===== src/rtl/intra_substi_opt_gen_if.sv =====
`default_nettype none
// ============================================================================
//  Module   : intra_substi_opt_gen_if
//  Brief    : Request and beat-output bundle of the intra reference-sample
//             substitution option generator. The master side issues TU
//             requests and accepts beats. The slave side is the generator.
//  Revision : 1.0  initial release
// ============================================================================
interface intra_substi_opt_gen_if #(
  parameter int NGRP  = 32,
  parameter int NBANK = 8
);
  localparam int OPTW = 2 + 3 * NBANK;
  localparam int BIW  = $clog2(NGRP / NBANK);

  // Request side
  logic             start;
  logic [2:0]       log2_size;
  logic             is_cr;
  logic [NGRP-1:0]  avail;
  logic             tl_avail;
  logic             busy;

  // Beat output side
  logic             opt_valid;
  logic             opt_ready;
  logic [OPTW-1:0]  substi_opt;
  logic [BIW-1:0]   beat_idx;
  logic             last;

  modport master (
    output start, log2_size, is_cr, avail, tl_avail, opt_ready,
    input  busy, opt_valid, substi_opt, beat_idx, last
  );

  modport slave (
    input  start, log2_size, is_cr, avail, tl_avail, opt_ready,
    output busy, opt_valid, substi_opt, beat_idx, last
  );
endinterface
`default_nettype wire


===== src/rtl/intra_substi_opt_gen.sv =====
`default_nettype none
// ============================================================================
//  Module   : intra_substi_opt_gen
//  Brief    : Builds the per-beat substitution-option word for one TU
//             reference line. Each bank gets a 3-bit option that says how its
//             group is filled: pass-through, first available group's sample,
//             the previous group's last sample, or the mid-grey value.
//  Revision : 1.0  initial release
// ============================================================================
module intra_substi_opt_gen #(
  parameter int NGRP  = 32,
  parameter int NBANK = 8
) (
  input  logic                 clk,
  input  logic                 rst,
  intra_substi_opt_gen_if.slave bus
);

  localparam int GW         = $clog2(NGRP) + 1;   // holds 0..NGRP inclusive
  localparam int BIW        = $clog2(NGRP / NBANK);
  localparam int LOG2_MAX   = $clog2(NGRP);
  localparam int LOG2_NBANK = $clog2(NBANK);

  localparam logic [1:0] S_IDLE = 2'd0;
  localparam logic [1:0] S_SCAN = 2'd1;
  localparam logic [1:0] S_EMIT = 2'd2;

  localparam logic [2:0] OPT_PASS  = 3'd0;
  localparam logic [2:0] OPT_FIRST = 3'd2;
  localparam logic [2:0] OPT_PREV  = 3'd3;
  localparam logic [2:0] OPT_MID   = 3'd4;

  logic [1:0]      state_q, state_d;
  logic [2:0]      log2_q, log2_d;
  logic            cr_q, cr_d;
  logic [NGRP-1:0] avail_q, avail_d;
  logic            tl_q, tl_d;
  logic [GW-1:0]   first_q, first_d;
  logic            none_q, none_d;
  logic [BIW-1:0]  beat_q, beat_d;

  logic [2:0]         log2_in;
  logic [NGRP-1:0]    mask_in;
  logic [GW-1:0]      grp_cnt;
  logic [GW-1:0]      first_found;
  logic [BIW-1:0]     last_beat;
  logic [BIW-1:0]     topl_beat;
  logic [3*NBANK-1:0] opt_word;
  logic               opt_valid;
  logic               topl_sub;

  // Clamp the requested size into the supported range so the group count
  // can never overflow or collapse to zero.
  always_comb begin
    log2_in = bus.log2_size;
    if (bus.log2_size < 3'd2)
      log2_in = 3'd2;
    else if (int'(bus.log2_size) > LOG2_MAX)
      log2_in = 3'(LOG2_MAX);
  end

  // Availability mask for the incoming request: groups at or beyond G are unavailable.
  always_comb begin
    mask_in = '0;
    for (int i = 0; i < NGRP; i++)
      if (i < (1 << int'(log2_in)))
        mask_in[i] = 1'b1;
  end

  // Size-derived quantities of the latched request.
  always_comb begin
    grp_cnt   = GW'(1) << log2_q;
    last_beat = '0;
    if (int'(log2_q) > LOG2_NBANK)
      last_beat = BIW'((1 << (int'(log2_q) - LOG2_NBANK)) - 1);
    topl_beat = BIW'(((1 << int'(log2_q)) / 2 - 1) / NBANK);
  end

  // Lowest-index available group; G when none is available.
  always_comb begin
    first_found = grp_cnt;
    for (int i = NGRP - 1; i >= 0; i--)
      if (avail_q[i])
        first_found = GW'(i);
  end

  // Per-bank option for global group 8*beat + bank.
  for (genvar b = 0; b < NBANK; b++) begin : g_bank
    logic [GW-1:0] grp;
    logic [2:0]    opt;

    assign grp = GW'(int'(beat_q) * NBANK + b);

    // Option priority: outside TU, nothing available, own group, before first, after first.
    always_comb begin
      opt = OPT_PASS;
      if (grp >= grp_cnt)
        opt = OPT_PASS;
      else if (none_q)
        opt = OPT_MID;
      else if (avail_q[grp[GW-2:0]])
        opt = OPT_PASS;
      else if (grp < first_q)
        opt = OPT_FIRST;
      else
        opt = OPT_PREV;
    end

    assign opt_word[3*(NBANK-1-b) +: 3] = opt;
  end

  assign opt_valid      = (state_q == S_EMIT);
  assign topl_sub       = !tl_q && (beat_q == topl_beat);
  assign bus.busy       = (state_q != S_IDLE);
  assign bus.opt_valid  = opt_valid;
  assign bus.beat_idx   = beat_q;
  assign bus.last       = opt_valid && (beat_q == last_beat);
  assign bus.substi_opt = opt_valid ? {cr_q, topl_sub, opt_word} : '0;

  // Request latch, scan and beat sequencing.
  always_comb begin
    state_d = state_q;
    log2_d  = log2_q;
    cr_d    = cr_q;
    avail_d = avail_q;
    tl_d    = tl_q;
    first_d = first_q;
    none_d  = none_q;
    beat_d  = beat_q;
    case (state_q)
      S_IDLE: begin
        if (bus.start) begin
          state_d = S_SCAN;
          log2_d  = log2_in;
          cr_d    = bus.is_cr;
          avail_d = bus.avail & mask_in;
          tl_d    = bus.tl_avail;
          beat_d  = '0;
        end
      end
      S_SCAN: begin
        first_d = first_found;
        none_d  = (avail_q == '0) && !tl_q;
        beat_d  = '0;
        state_d = S_EMIT;
      end
      S_EMIT: begin
        if (bus.opt_ready) begin
          if (beat_q == last_beat) begin
            state_d = S_IDLE;
            beat_d  = '0;
          end else begin
            beat_d = beat_q + 1'b1;
          end
        end
      end
      default: state_d = S_IDLE;
    endcase
  end

  // State registers; reset aborts any TU in flight.
  always_ff @(posedge clk or posedge rst) begin
    if (rst) begin
      state_q <= S_IDLE;
      log2_q  <= 3'd2;
      cr_q    <= 1'b0;
      avail_q <= '0;
      tl_q    <= 1'b0;
      first_q <= '0;
      none_q  <= 1'b0;
      beat_q  <= '0;
    end else begin
      state_q <= state_d;
      log2_q  <= log2_d;
      cr_q    <= cr_d;
      avail_q <= avail_d;
      tl_q    <= tl_d;
      first_q <= first_d;
      none_q  <= none_d;
      beat_q  <= beat_d;
    end
  end

endmodule
`default_nettype wire


===== src/flat_wrapper.sv =====
// flat-port wrapper written by rule: the top's interface ports become plain ports
module intra_substi_opt_gen_flat 
#(
  parameter int NGRP  = 32,
  parameter int NBANK = 8
)
  (clk, rst, bus_start, bus_log2_size, bus_is_cr, bus_avail, bus_tl_avail, bus_opt_ready, bus_busy, bus_opt_valid, bus_substi_opt, bus_beat_idx, bus_last);
  intra_substi_opt_gen_if #(.NGRP(NGRP), .NBANK(NBANK)) bus_i ();
  input  logic clk;
  input  logic rst;
  input wire logic [$bits(bus_i.start)-1:0] bus_start;
  input wire logic [$bits(bus_i.log2_size)-1:0] bus_log2_size;
  input wire logic [$bits(bus_i.is_cr)-1:0] bus_is_cr;
  input wire logic [$bits(bus_i.avail)-1:0] bus_avail;
  input wire logic [$bits(bus_i.tl_avail)-1:0] bus_tl_avail;
  input wire logic [$bits(bus_i.opt_ready)-1:0] bus_opt_ready;
  output wire logic [$bits(bus_i.busy)-1:0] bus_busy;
  output wire logic [$bits(bus_i.opt_valid)-1:0] bus_opt_valid;
  output wire logic [$bits(bus_i.substi_opt)-1:0] bus_substi_opt;
  output wire logic [$bits(bus_i.beat_idx)-1:0] bus_beat_idx;
  output wire logic [$bits(bus_i.last)-1:0] bus_last;
  assign bus_i.start = bus_start;
  assign bus_i.log2_size = bus_log2_size;
  assign bus_i.is_cr = bus_is_cr;
  assign bus_i.avail = bus_avail;
  assign bus_i.tl_avail = bus_tl_avail;
  assign bus_i.opt_ready = bus_opt_ready;
  assign bus_busy = bus_i.busy;
  assign bus_opt_valid = bus_i.opt_valid;
  assign bus_substi_opt = bus_i.substi_opt;
  assign bus_beat_idx = bus_i.beat_idx;
  assign bus_last = bus_i.last;
  intra_substi_opt_gen #(.NGRP(NGRP), .NBANK(NBANK)) u_core (.clk(clk), .rst(rst), .bus(bus_i));
endmodule

===== config.mk =====
export PLATFORM = sky130hd
export DESIGN_NAME = intra_substi_opt_gen_flat
export DESIGN_NICKNAME = d
export VERILOG_FILES = /design/src/rtl/intra_substi_opt_gen_if.sv /design/src/rtl/intra_substi_opt_gen.sv /design/src/flat_wrapper.sv
export SDC_FILE = /design/constraint.sdc
export NUM_CORES = 1
export LEC_CHECK = 0
export BUFFER_PORTS_ARGS = -buffer_cell sky130_fd_sc_hd__buf_2
export CAP_MARGIN = 0
export CORE_UTILIZATION = 40
export CTS_BUF_LIST = sky130_fd_sc_hd__clkbuf_2
export DETAILED_ROUTE_END_ITERATION = 10
export SETUP_SLACK_MARGIN = 0.5
export SLEW_MARGIN = 40
export SYNTH_ARGS = -nofsm -noshare
export SYNTH_HDL_FRONTEND = slang
export SYNTH_SLANG_ARGS = --single-unit

===== constraint.sdc =====
create_clock -name clk -period 2.8 [get_ports clk]
set_input_delay 0.56 -clock clk [delete_from_list [all_inputs] [get_ports clk]]
set_output_delay 0.56 -clock clk [all_outputs]
set_load 0.02 [all_outputs]

==> flow_summary.json <==
{
  "power_density_nw_per_um2": 1100,
  "r2r_end": "u_core.first_q[1]",
  "yosysWarnings": 0,
  "portBuffers": 71,
  "clock-root-buffer": "clkbuf_2",
  "yosys_register_bits": 48,
  "grt_first_pass_wirelength_um": 15900,
  "grt_pass1_vias": 3037,
  "setup_viol": 26,
  "syn_inst": 343,
  "grt_overflow": 0,
  "postCtsHoldBufs": 0,
  "async_flop_share_pct": 100,
  "timing.final.crit_period_ns": 3.30,
  "fin_nets": 508,
  "hpwl_um": 7180,
  "final_cells": 554,
  "relSlewSlack_pct": 59.0,
  "dp_cells": 524,
  "synth_enable_flop_cells": 0,
  "r2r_setup_slack_ns": 0.69,
  "wl_um": 9700,
  "crit_required_ns": 2.24,
  "period_share_pct": 118,
  "tritoncts": "done",
  "coreArea_um2": 7370,
  "cts_buffer_depth": 2,
  "viasPerCell": 5.62,
  "cp_top_family": "flip-flops",
  "worstReg2RegStart": "u_core.log2_q[1]",
  "boundaryPins": 72,
  "synth_nets": 397,
  "peakVddDrop_uv": 394,
  "crit_arrival_ns": 2.74,
  "die_h_um": 90.0,
  "crit_chain": "ha_4 > ha_4 > inv_2 > ha_4 > a21o_1 > a211o_1 > nand2b_4 > buf_4 > buf_6 > nor3_2 > buf_4",
  "dieWidth_um": 90.0,
  "start_util_pct": 42.1,
  "remaining_drc_errors": 0,
  "startpoint_type": "register",
  "crit_path_max_fanout": 5,
  "maxCapViolCount": 0,
  "vias": 3114,
  "power_mw": 5.02,
  "drt_iter0_markers": 201,
  "hold_path_class": "input pin to asynchronous set/reset pin",
  "synth_area_um2": 3100,
  "design_area_um2": 4540,
  "dpl-instance-area_um2": 3920,
  "fmax_mhz": 303,
  "diodes": 0,
  "cts.sinks": 48,
  "synthFlopType": "dfrtp_1",
  "worst_path_max_delay_cell": "dfstp_2",
  "rsz0062_at_grt": "yes",
  "tightest_slew_ns": 0.613,
  "status": "finished, violations left",
  "hold_viol_final": 0,
  "avgSynthCellArea_um2": 9.04,
  "slew_violations": 0,
  "leakage_nw": 2.04,
  "place.gp.congestion": 0.842,
  "synth_cell_types": 58,
  "violations": "setup timing",
  "synth-seq-area-share_pct": 38.8,
  "crit_buf_inv": 4,
  "wire_per_inst_um": 17.5,
  "end_kind": "output pin",
  "setup_ws_ns": -0.500,
  "finClkSkew_ns": 0.0223,
  "clk_latency_ns": 0.42,
  "clk_pin_slew_ns": 0.25,
  "die-area_um2": 8110,
  "drive_gt1_share_pct": 44.6,
  "drt_pass1_iterations": 4,
  "h-tree-depth": 2,
  "r2r_cells": 8,
  "grt_max_degree": 34,
  "ant_nets": 0,
  "crit_type": "register to output pin",
  "grtUsageTotal_pct": 24.5,
  "antenna_found_initial": 0,
  "cpPeakStageDelay_ns": 0.62,
  "area.growth.synth_to_final_pct": 46.6,
  "cpMostUsedCell": "ha_4",
  "cts_made_buffers": 5,
  "rows": 31
}
[worst register-to-register path: cells and delay by family, from the launching register on]
kind	cells	cell delay, ns
compound gates	4	0.84
fa+ha+maj	1	0.17
buf+inv	2	0.26
flops	1	0.62
simple gates	1	0.16
[flip-flops by register name (all words and copies together), names as in the netlist]
name,count
u_core.state_q,2
u_core.log2_q,3
u_core.cr_q,1
u_core.first_q,6
u_core.avail_q,32
u_core.bus.beat_idx,2
u_core.tl_q,1
u_core.none_q,1
[layer usage]
layer | GRT usage [%] | part of all wire (%) | vias to the layer above
li1 | - | - | 1476
met2 | 39.1 | 48 | 101
met5 | 0 | 0 | -
met3 | 3.72 | 5.3 | 10
met1 | 34.9 | 45 | 1527
met4 | 6.05 | 1.2 | 0
[per-stage QoR]
step | hold slack [ns] | setup slack [ns] | utilization [%] | TNS (ns)
after floorplan | 0.437 | -0.116 | - | -0.738
after global placement | 0.449 | 0.0242 | 53.1 | 0
after detailed placement | 0.461 | -0.0296 | 53.1 | -0.0451
after CTS | 0.117 | -0.492 | 59.0 | -7.83
after global routing | 0.112 | -0.617 | 61.7 | -9.95
final | 0.116 | -0.500 | 61.7 | -7.48
[cells in the mapped netlist, types with 3 or more instances]
| cell | count | area [um^2] |
|---|---|---|
| nand3_1 | 12 | 60.1 |
| dfrtp_1 | 47 | 1180 |
| a21oi_1 | 13 | 65.1 |
| ha_1 | 13 | 163 |
| or4_1 | 3 | 22.5 |
| mux4_2 | 8 | 180 |
| nor2_1 | 30 | 113 |
| nor3b_1 | 4 | 30.0 |
| xnor2_1 | 3 | 26.3 |
| o21a_1 | 3 | 22.5 |
| clkbuf_1 | 8 | 30.0 |
| buf_2 | 4 | 20.0 |
| nor2b_1 | 5 | 31.3 |
| nor3_1 | 13 | 65.1 |
| inv_1 | 18 | 67.6 |
| nor4_1 | 12 | 75.1 |
| nor3_2 | 3 | 30.0 |
| nand2b_1 | 6 | 37.5 |
| o221ai_1 | 3 | 26.3 |
| o31ai_1 | 3 | 22.5 |
| a21boi_1 | 3 | 22.5 |
| nand2_1 | 51 | 191 |
| a211oi_1 | 3 | 22.5 |
| a22o_1 | 21 | 184 |
| o21ai_0 | 14 | 70.1 |
[how the worst max path moves through the flow]
stage / from / to / slack [ns] / depth (start not counted)
3_5_place_dp: u_core.log2_q[0] / bus_substi_opt[24] / -0.03 / 9
4_1_cts: u_core.log2_q[1] / bus_substi_opt[24] / -0.49 / 9
5_1_grt: u_core.log2_q[1] / bus_substi_opt[12] / -0.62 / 11
2_1_floorplan: u_core.log2_q[1] / bus_substi_opt[3] / -0.12 / 10
6_report: u_core.log2_q[1] / bus_substi_opt[12] / -0.50 / 11
3_3_place_gp: u_core.log2_q[0] / bus_substi_opt[24] / 0.02 / 9
[cells in the final DEF, fill, tap and decap left out, drive strengths merged, types with 3 or more instances in the layout]
cell | Yosys | layout
buf | 5 | 117
nand2 | 52 | 52
dfrtp | 47 | 47
nor2 | 31 | 31
a22o | 21 | 21
inv | 19 | 19
o21ai | 16 | 16
nor3 | 16 | 16
a21oi | 13 | 13
ha | 13 | 13
nand3 | 12 | 12
nor4 | 12 | 12
mux4 | 8 | 8
clkbuf | 8 | 7
nand2b | 7 | 7
nor2b | 5 | 5
a21boi | 5 | 5
or4 | 4 | 4
nor3b | 4 | 4
o31ai | 3 | 3
o21a | 3 | 3
o221ai | 3 | 3
a211oi | 3 | 3
xnor2 | 3 | 3
[what timing repair did]
action | 4_1_cts | 5_1_grt
setup buffers | 13 | 9
resized for setup | 78 | 29
setup endpoints to repair | 27 | 27
cloned | 0 | 0
pin swaps | 17 | 15
[power by group]
| group | switching [mW] | internal (mW) |
|---|---|---|
| Clock | 0.223 | 0.0713 |
| Combinational | 1.81 | 1.59 |
| Sequential | 0.384 | 0.939 |
| Total | 2.42 | 2.60 |
[layout make-up]
class / instances / area, um^2
Clock buffer: 7 / 35.0
Clock inverter: 1 / 8.76
Fill cell: 623 / 2830
Inverter: 19 / 76.3
Multi-Input combinational cell: 263 / 2210
Sequential cell: 48 / 1200
Tap cell: 99 / 124
Timing Repair Buffer: 117 / 885
[kinds of logic (layout without fill, tap and decap cells)]
| kind of cell | after synthesis | in the layout | share of synthesized area (%) |
|---|---|---|---|
| mux | 8 | 8 | 5.81 |
| buf+inv | 32 | 144 | 4.16 |
| flops | 48 | 48 | 38.8 |
| compound gates | 81 | 81 | 18.8 |
| simple gates | 155 | 155 | 25.5 |
| xor+xnor | 5 | 5 | 1.41 |
| fa+ha+maj | 14 | 14 | 5.57 |
(Power assumes the default switching activity.)
